<file path="src/rtl/lut_cfg_ctrl.sv">
// Truth-table loader and evaluator for one N_IN-input LUT cell, with serial config chain and scan-out.
// Optional self-test sweep (SIG / SWEEP_DONE) is built only when SELFTEST_EN is defined.
//
// state    | meaning
// ---------+-------------------------------------------------------------
// S_IDLE   | unconfigured, out forced low, ready for a load
// S_LOAD   | shifting shadow word into cfg MSB first, old bits to scan_do
// S_ACTIVE | evaluating out <= cfg[in], ready for a reload or a sweep
// S_SWEEP  | copying cfg into sig one bit per edge (SELFTEST_EN only)
module lut_cfg_ctrl #(
  parameter int N_IN = 3,
  localparam int DEPTH = 2**N_IN
) (
  input  logic             clk,
  input  logic             rst,
  input  logic             cfg_valid,
  input  logic [DEPTH-1:0] cfg_word,
  output logic             cfg_ready,
  input  logic [N_IN-1:0]  in,
  output logic             out,
  output logic             configured,
  output logic             scan_do
`ifdef SELFTEST_EN
  ,
  input  logic             sweep_req,
  output logic [DEPTH-1:0] sig,
  output logic             sweep_done
`endif
);

  typedef enum logic [1:0] {
    S_IDLE   = 2'd0,
    S_LOAD   = 2'd1,
    S_ACTIVE = 2'd2
`ifdef SELFTEST_EN
    ,
    S_SWEEP  = 2'd3
`endif
  } state_t;

  state_t           state_q, state_d;
  logic [DEPTH-1:0] cfg_q, shadow_q;
  logic [N_IN-1:0]  cnt_q;
  logic             take;
  logic             last;
`ifdef SELFTEST_EN
  logic             start_sweep;
`endif

  // cnt_q counts remaining edges down; terminal count is zero
  assign last = (cnt_q == '0);

  always_ff @(posedge clk or posedge rst) begin
    if (rst) state_q <= S_IDLE;
    else     state_q <= state_d;
  end

  always_comb begin
    state_d   = state_q;
    cfg_ready = 1'b0;
    take      = 1'b0;
`ifdef SELFTEST_EN
    start_sweep = 1'b0;
`endif
    case (state_q)
      S_IDLE: begin
        cfg_ready = 1'b1;
        if (cfg_valid) begin
          take    = 1'b1;
          state_d = S_LOAD;
        end
      end
      S_LOAD: begin
        if (last) state_d = S_ACTIVE;
      end
      S_ACTIVE: begin
        cfg_ready = 1'b1;
        if (cfg_valid) begin
          take    = 1'b1;
          state_d = S_LOAD;
        end
`ifdef SELFTEST_EN
        else if (sweep_req) begin
          start_sweep = 1'b1;
          state_d     = S_SWEEP;
        end
`endif
      end
`ifdef SELFTEST_EN
      S_SWEEP: begin
        if (last) state_d = S_ACTIVE;
      end
`endif
      default: state_d = S_IDLE;
    endcase
  end

  always_ff @(posedge clk or posedge rst) begin
    if (rst) begin
      cfg_q      <= '0;
      shadow_q   <= '0;
      cnt_q      <= '0;
      out        <= 1'b0;
      configured <= 1'b0;
      scan_do    <= 1'b0;
`ifdef SELFTEST_EN
      sig        <= '0;
      sweep_done <= 1'b0;
`endif
    end else begin
`ifdef SELFTEST_EN
      sweep_done <= 1'b0;
`endif
      case (state_q)
        S_IDLE: out <= 1'b0;
        S_LOAD: begin
          // down-counting index into shadow gives MSB-first order
          cfg_q   <= {cfg_q[DEPTH-2:0], shadow_q[cnt_q]};
          scan_do <= cfg_q[DEPTH-1];
          cnt_q   <= cnt_q - 1'b1;
          if (last) configured <= 1'b1;
        end
        S_ACTIVE: out <= cfg_q[in];
`ifdef SELFTEST_EN
        S_SWEEP: begin
          // ~cnt_q walks idx upward from 0 as cnt_q counts down
          sig[~cnt_q] <= cfg_q[~cnt_q];
          cnt_q       <= cnt_q - 1'b1;
          if (last) sweep_done <= 1'b1;
        end
`endif
        default: ;
      endcase
      if (take) begin
        shadow_q <= cfg_word;
        cnt_q    <= N_IN'(DEPTH - 1);
      end
`ifdef SELFTEST_EN
      if (start_sweep) cnt_q <= N_IN'(DEPTH - 1);
`endif
    end
  end

endmodule

</file>
<file path="config.mk">
export PLATFORM = sky130hd
export DESIGN_NAME = lut_cfg_ctrl
export DESIGN_NICKNAME = d
export VERILOG_FILES = /design/src/rtl/lut_cfg_ctrl.sv
export SDC_FILE = /design/constraint.sdc
export NUM_CORES = 1
export LEC_CHECK = 0
export BUFFER_PORTS_ARGS = -buffer_cell sky130_fd_sc_hd__buf_4
export CAP_MARGIN = 5
export CORE_MARGIN = 1
export CORE_UTILIZATION = 55
export CTS_CLUSTER_DIAMETER = 60
export DETAILED_ROUTE_END_ITERATION = 10
export PLACE_DENSITY = 0.78
export RECOVER_POWER = 25
export SLEW_MARGIN = 25
export SYNTH_ARGS = -nofsm -noshare
export SYNTH_HDL_FRONTEND = slang
export SYNTH_SLANG_ARGS = --single-unit
</file>
<file path="constraint.sdc">
create_clock -name clk -period 2.15 [get_ports clk]
set_input_delay 0.645 -clock clk [delete_from_list [all_inputs] [get_ports clk]]
set_output_delay 0.645 -clock clk [all_outputs]
set_load 0.005 [all_outputs]
</file>
==> impl_metrics.ini, run 1 <==
[pwr]
p_total_uw = 1770
power_density_nw_per_um2 = 1370
leakage_uw = 0.000653
peakVddDrop_v = 0.000824

[setup_path]
cp-start-kind = flip-flop
cp_max_fo = 5
crit_path_end_kind = output port
worstPathArrival_ns = 0.99
crit_slowest_cell = dfrtp_1
crit_chain = inv_1 -> buf_4
cp_slowest_stage_delay_ns = 0.44
cp.required_ns = 1.50
path_class = flip-flop to output port

[grt]
met3_usage_pct = 4.71
top_usage_layer = met2
grt_max_degree = 25
first_global_vias = 746
grtUsageMet1_pct = 27.4
gr-total-overflow = 0
track_usage_pct = 22.2
met2_usage_pct = 34.7
antenna_found_initial = 0
grt_pass1_wl_um = 3150

[floorplanning]
start_util_pct = 61.0
die_area_um2 = 2160
pin_count = 18
core_area_um2 = 1780
die_width_um = 46.5
rows = 15
die_h_um = 46.5

[final_layout]
regArea_um2 = 601
antenna_cells = 0
syn_to_final_growth_pct = 19.2
num-fill-cells = 134
final_area_um2 = 1300
post-route-util_pct = 72.7
fin_nets = 136
multi_input_area_um2 = 450
final_layout_size_suffix_gt1_share_pct = 27.7
layoutNonFillerInstCount = 144

[yosys]
synth_nets = 115
ys.flop_type = dfrtp_1
netlist_instances = 99
yosys-top-cells-area = dfrtp_1, nand2_1, mux2_2
ys_ff_latch = 24
synth_edf_count = 0
netlist_area_um2 = 1090
syn-mean-instance-area_um2 = 11.0
synth_warnings = 0
synth_cell_types = 24
yosysTopAreaCellShare_pct = 55.2
synthArstFlopShare_pct = 100
seq_area_frac_synth_pct = 55.2
synth_area_leader_cell = dfrtp_1

[timing]
min_period_over_period_pct = 75.9
worst_slew_pin_slew_ns = 1.22
fin_crit_ns = 1.63
maxSlewViolCount = 0
setup_viol = 0
tns_ns = 0
relSlewSlack_pct = 18.6
rsz0062_at_grt = false
hold_violations = 0
fmax_mhz = 613
fin_skew_ns = 0.0145

[run_status]
status = finished, final reports clean

[placed_design]
gp_congestion = 0.675
post_dp_cell_area_um2 = 1250
place_hpwl_um = 1300
portBuffers = 17
dp.cells = 140

[route]
num_vias = 779
drtIter0Drc = 13
first_pass_iters = 5
vias_per_cell = 5.41
drc_errors = 0
wl_per_cell_um = 13.6
wl_um = 1960
antenna_left = 0

[clock_network]
htreeDepth = 1
cts-buffers-inserted = 3
cts-root-buf = clkbuf_4
ctsHoldBuffers = 0
clk_path_buf_depth = 2
cts_tree = built
cts.sinks = 24
cts.repair.resized = 0
clk_pin_slew_worst_paths_ns = 0.14
insertion_delay_ns = 0.32
post_cts_buffers = 0

[run]
max_cap_violations = 0

[hold_path]
hp-class = flip-flop to flip-flop
[synth_stat cells (2+ instances only)]
master	instances
buf_2	2
dfrtp_1	24
ha_1	2
inv_1	4
mux2_2	9
mux2i_1	4
nand2_1	30
nor2_1	2
nor2b_1	4
o21ai_0	4
[path summary, 6_finish.rpt]
check | start | to | slack [ns] | depth (start not counted)
max | state_q[0]$_DFFE_PP0P_ | cfg_ready | 0.52 | 2
min | configured$_DFFE_PP0P_ | configured$_DFFE_PP0P_ | 0.49 | 1
max reg2reg | cnt_q[0]$_DFFE_PP0P_ | cfg_q[0]$_DFFE_PP0P_ | 0.83 | 3
min reg2reg | configured$_DFFE_PP0P_ | configured$_DFFE_PP0P_ | 0.49 | 1
max in group asynchronous | rst | cnt_q[0]$_DFFE_PP0P_ | 0.72 | 3
min in group asynchronous | rst | scan_do$_DFFE_PP0P_ | 0.69 | 3
[worst max-delay path, delay by kind of cell, from the launching register on]
family	cells	cell delay (ns)
flip-flops	1	0.44
buffers and inverters	2	0.22
[metal layers]
layer	share of wire [%]	up-vias
li1	-	369
met1	44	389
met2	50	17
met3	3.0	4
met4	2.3	0
met5	0	-
[power breakdown]
part / internal (µW) / switching [µW] / leakage, µW
combinational: 334 / 310 / 0.000335
clock: 189 / 137 / 0.0000279
sequential: 654 / 147 / 0.000290
[placed cells by master (no fill, tap or decap), types with 2 or more instances in the layout]
cell and count:
inv_1 4, clkbuf_4 4, o21ai_0 4, nor2_1 2
buf_4 18, nor2b_1 4, dfrtp_1 24, nand2_1 30
ha_1 2, mux2_2 9, mux2i_1 4
[state kept, by name (all words and copies together) (netlist names)]
| name | flops |
|---|---|
| state_q | 2 |
| cnt_q | 3 |
| out | 1 |
| shadow_q | 8 |
| scan_do | 1 |
| cfg_q | 8 |
| configured | 1 |
[cell families (layout without fill, tap and decap cells)]
group | Yosys count | after routing | synth area share (%)
multiplexers | 15 | 15 | 17.5
AO/OA/AOI/OAI | 10 | 10 | 5.75
AND/OR/NAND/NOR | 40 | 40 | 15.9
adder cells (fa/ha/maj) | 2 | 2 | 2.30
buffers and inverters | 8 | 28 | 3.34
flip-flops | 24 | 24 | 55.2
[per-stage QoR]
stage	hold WS, ns	worst slack [ns]
after floorplan	0.451	0.676
after global placement	0.458	0.551
after detailed placement	0.463	0.513
after CTS	0.354	0.514
after global routing	0.501	0.426
final	0.492	0.519
[layout make-up]
class | instances | area share (%)
Multi-Input combinational cell | 67 | 34.7
Timing Repair Buffer | 20 | 11.3
Tap cell | 25 | 2.41
Sequential cell | 24 | 46.3
Clock inverter | 1 | 2.32
Inverter | 4 | 1.16
Clock buffer | 3 | 1.74
No activity file was read; power rests on OpenSTA's default activity.
==> run 2: changes to the inputs <==
Settings changed: CORE_UTILIZATION 55 to 53, PLACE_DENSITY 0.78 to 0.76.
Clock period 2.15 ns to 1.6 ns, I/O delays scaled along.
==> impl_metrics.ini, run 2 (same netlist as run 1, synthesis figures left out) <==
[route]
first_pass_iters = 4
antenna_left = 0
drtIter0Drc = 8
num_vias = 755
drc_errors = 0
wl_um = 1820
wl_per_cell_um = 12.5
vias_per_cell = 5.21

[setup_path]
path_class = flip-flop to output port
cp.required_ns = 1.12
cp-start-kind = flip-flop
rrSetupSlack_ns = 0.29
r2r-start = cnt_q[0]$_DFFE_PP0P_
worstPathArrival_ns = 0.94
crit_path_end_kind = output port
r2r_end = cfg_q[0]$_DFFE_PP0P_
cp_max_fo = 5
reg2reg_depth = 3

[clock_network]
clk_pin_slew_worst_paths_ns = 0.13
htreeDepth = 1
cts.repair.resized = 0
cts-buffers-inserted = 3
ctsHoldBuffers = 0
cts-root-buf = clkbuf_4
post_cts_buffers = 0
cts.sinks = 24
clk_path_buf_depth = 2
insertion_delay_ns = 0.31
cts_tree = built

[final_layout]
reg_top3 = cfg_q: 8 flops, shadow_q: 8 flops, cnt_q: 3 flops
num-fill-cells = 168
final_cell_mix = nand2_1, dfrtp_1, buf_4, mux2_2
fin_nets = 136
final_layout_size_suffix_gt1_share_pct = 28.0
post-route-util_pct = 65.4
antenna_cells = 0
syn_to_final_growth_pct = 16.8
final_common_cell = nand2_1
layoutNonFillerInstCount = 145

[floorplanning]
pin_count = 18
die_width_um = 47.3
die_area_um2 = 2240
core_area_um2 = 1940
die_h_um = 47.3
start_util_pct = 56.0
rows = 16

[run]
max_cap_violations = 0

[pwr]
peakVddDrop_v = 0.000945
power_density_nw_per_um2 = 1700
leakage_uw = 0.000642

[timing]
min_period_over_period_pct = 88.9
worst_slew_pin_slew_ns = 0.580
tns_ns = 0
rsz0062_at_grt = false
setup_slack_ns = 0.177
fmax_mhz = 703
maxSlewViolCount = 0
setup_viol = 0
relSlewSlack_pct = 61.3
fin_crit_ns = 1.42
fin_skew_ns = 0.0119
hold_violations = 0

[grt]
first_global_vias = 731
antenna_found_initial = 0
grt_max_degree = 25
track_usage_pct = 20.3
grt_pass1_wl_um = 3090
gr-total-overflow = 0

[placed_design]
dp.cells = 142
portBuffers = 17
preCtsSetupSlack_ns = 0.122
gp_congestion = 0.674
place_hpwl_um = 1370

[run_status]
status = finished, final reports clean

[hold_path]
hp-class = input port to async pin
==> run 2: changes by cell type in the layout (fill, tap and decap cells not counted) <==
cell       change
bufinv_16      -1
clkbuf_1       -1
clkbuf_2       +1
==> run 2: cell type report <==
type	count	area, µm²	area share (%)
clock buffers	3	22.5	1.77
inverters	4	15.0	1.18
multi-input cells	67	450	35.5
flip-flops and latches	24	601	47.3
well taps	27	33.8	2.66
repair buffers	20	148	11.6
==> run 2: metal layers <==
metal	share of wire (%)	GRT usage [%]
met5	0	0
met4	0.77	10.3
met3	3.5	2.31
met2	48	31.5
met1	47	28.1
==> run 2: worst max path at each step <==
| stage | start | end | slack [ns] | cells after the start |
|---|---|---|---|---|
| after floorplan | in[0] | out$_DFFE_PP0P_ | 0.29 | 3 |
| after global placement | in[0] | out$_DFFE_PP0P_ | 0.17 | 4 |
| after detailed placement | in[0] | out$_DFFE_PP0P_ | 0.12 | 4 |
| after CTS | state_q[0]$_DFFE_PP0P_ | cfg_ready | 0.15 | 2 |
| after global routing | state_q[0]$_DFFE_PP0P_ | cfg_ready | 0.13 | 2 |
| final | state_q[0]$_DFFE_PP0P_ | cfg_ready | 0.18 | 2 |
==> run 2: worst max-delay path: stages (launching register included) <==
cell	delay (ns)
dfrtp_1	0.43
inv_1	0.10
buf_4	0.11
==> run 2: power by group <==
part           internal [µW]  switching (µW)  leakage [µW]  total [µW]
Combinational            445             391      0.000338         836
Clock                   87.9             165     0.0000138         253
Sequential               879             195      0.000290        1070
==> run 2: stage by stage <==
step | instance area, µm² | hold slack (ns) | total power, µW
floorplan | 1090 | 0.451 | 1690
finish | 1270 | 0.296 | 2160
global placement | 1250 | 0.445 | 1890
global route | 1270 | 0.352 | 2360
CTS | 1270 | 0.200 | 2200
detailed placement | 1250 | 0.465 | 1940
==> run 3: changes to the inputs <==
Settings changed: CELL_PAD_IN_SITES_DETAIL_PLACEMENT set to 0, CELL_PAD_IN_SITES_GLOBAL_PLACEMENT set to 2, CORE_UTILIZATION 53 to 35, HOLD_SLACK_MARGIN set to 0.1, PLACE_DENSITY 0.76 to unset, PLACE_DENSITY_LB_ADDON set to 0.1.
Clock period 1.6 ns to 1.5 ns, I/O delays scaled along.
==> impl_metrics.ini, run 3 (same netlist as run 1, synthesis figures left out) <==
[route]
drc_errors = 0
wl_per_cell_um = 13.1
drtIter0Drc = 34
wl_um = 1990
antenna_left = 0
num_vias = 768
vias_per_cell = 5.09
first_pass_iters = 4

[floorplanning]
die_width_um = 57.7
rows = 19
core_area_um2 = 2850
die_area_um2 = 3330
pin_count = 18
start_util_pct = 38.1
die_h_um = 57.7

[pwr]
power_density_nw_per_um2 = 1840
peakVddDrop_v = 0.000648
leakage_uw = 0.000647

[timing]
min_period_over_period_pct = 94.4
fin_crit_ns = 1.42
maxSlewViolCount = 0
tns_ns = 0
hold_violations = 0
fin_skew_ns = 0.00182
rsz0062_at_grt = false
worst_slew_pin_slew_ns = 0.541
fmax_mhz = 706
setup_viol = 0
relSlewSlack_pct = 63.9

[final_layout]
fin_nets = 137
reg_top3 = cfg_q: 8 flops, shadow_q: 8 flops, cnt_q: 3 flops
final_cell_mix = nand2_1, dfrtp_1, buf_4, mux2_2
final_common_cell = nand2_1
antenna_cells = 0
num-fill-cells = 286
regArea_um2 = 601
multi_input_area_um2 = 450
layoutNonFillerInstCount = 151
syn_to_final_growth_pct = 18.8
final_layout_size_suffix_gt1_share_pct = 27.5

[clock_network]
clk_path_buf_depth = 2
post_cts_buffers = 0
cts-buffers-inserted = 3
insertion_delay_ns = 0.31
clk_pin_slew_worst_paths_ns = 0.13
cts-root-buf = clkbuf_4
cts_tree = built
ctsHoldBuffers = 0
cts.repair.resized = 0
cts.sinks = 24
htreeDepth = 1

[setup_path]
crit_path_start = state_q[0]$_DFFE_PP0P_
rrSetupSlack_ns = 0.17
reg2reg_depth = 3
r2r_end = cfg_q[0]$_DFFE_PP0P_
r2r-start = cnt_q[0]$_DFFE_PP0P_
crit_path_end_kind = output port
cp.required_ns = 1.05
cp_max_fo = 5
path_class = flip-flop to output port
cp-start-kind = flip-flop
worstPathArrival_ns = 0.97

[run_status]
status = finished, final reports clean

[grt]
antenna_found_initial = 0
grt_pass1_wl_um = 3570
track_usage_pct = 14.1
grt_max_degree = 15
first_global_vias = 792
gr-total-overflow = 0

[placed_design]
portBuffers = 17
dp.cells = 147
gp_congestion = 0.719
place_hpwl_um = 1540

[hold_path]
hp-class = input port to async pin

[run]
max_cap_violations = 0
==> run 3: cell types whose count changed in the layout (fill, tap and decap cells not counted), sizes merged <==
| cell | change |
|---|---|
| clkbuf | +2 |
==> run 3: layer usage <==
metal | GRT usage [%] | wire length [µm] | up-vias
met5 | 0 | 0 | -
met4 | 6.12 | 15 | 0
met3 | 2.01 | 65 | 2
met2 | 21.3 | 903 | 15
met1 | 20.4 | 1000 | 376
li1 | - | - | 375
==> run 3: layout make-up <==
class / count / area share [%]
Sequential cell: 24 / 46.5
Multi-Input combinational cell: 67 / 34.9
Timing Repair Buffer: 21 / 11.6
Tap cell: 31 / 3.00
Clock buffer: 4 / 2.81
Inverter: 4 / 1.16
==> run 3: per-stage QoR <==
step                hold slack, ns  area, µm²  util (%)  total power [µW]  setup slack (ns)
finish                      0.0932       1290      45.3              2380            0.0833
floorplan                    0.451       1090         -              1800             0.221
detailed placement           0.458       1260      44.3              2080            0.0618
global placement             0.449       1260      44.3              2070            0.0828
global route                 0.107       1290      45.3              2610          0.000958
CTS                          0.108       1300      45.5              2420            0.0671
==> run 3: how the worst max path moves through the flow <==
stage / end / slack [ns] / cells past startpoint
detailed placement: out$_DFFE_PP0P_ / 0.06 / 4
global placement: out$_DFFE_PP0P_ / 0.08 / 4
floorplan: out$_DFFE_PP0P_ / 0.22 / 3
CTS: cfg_ready / 0.07 / 2
finish: cfg_ready / 0.08 / 2
global route: cfg_ready / 0.001 / 2
==> run 3: power breakdown <==
part           internal [µW]  switching, µW
Combinational            475            421
Clock                    148            194
Sequential               937            207
==> run 3: critical path, stage by stage, from the launching register on <==
cell and delay (ns):
dfrtp_1 0.44, inv_1 0.10, buf_4 0.11
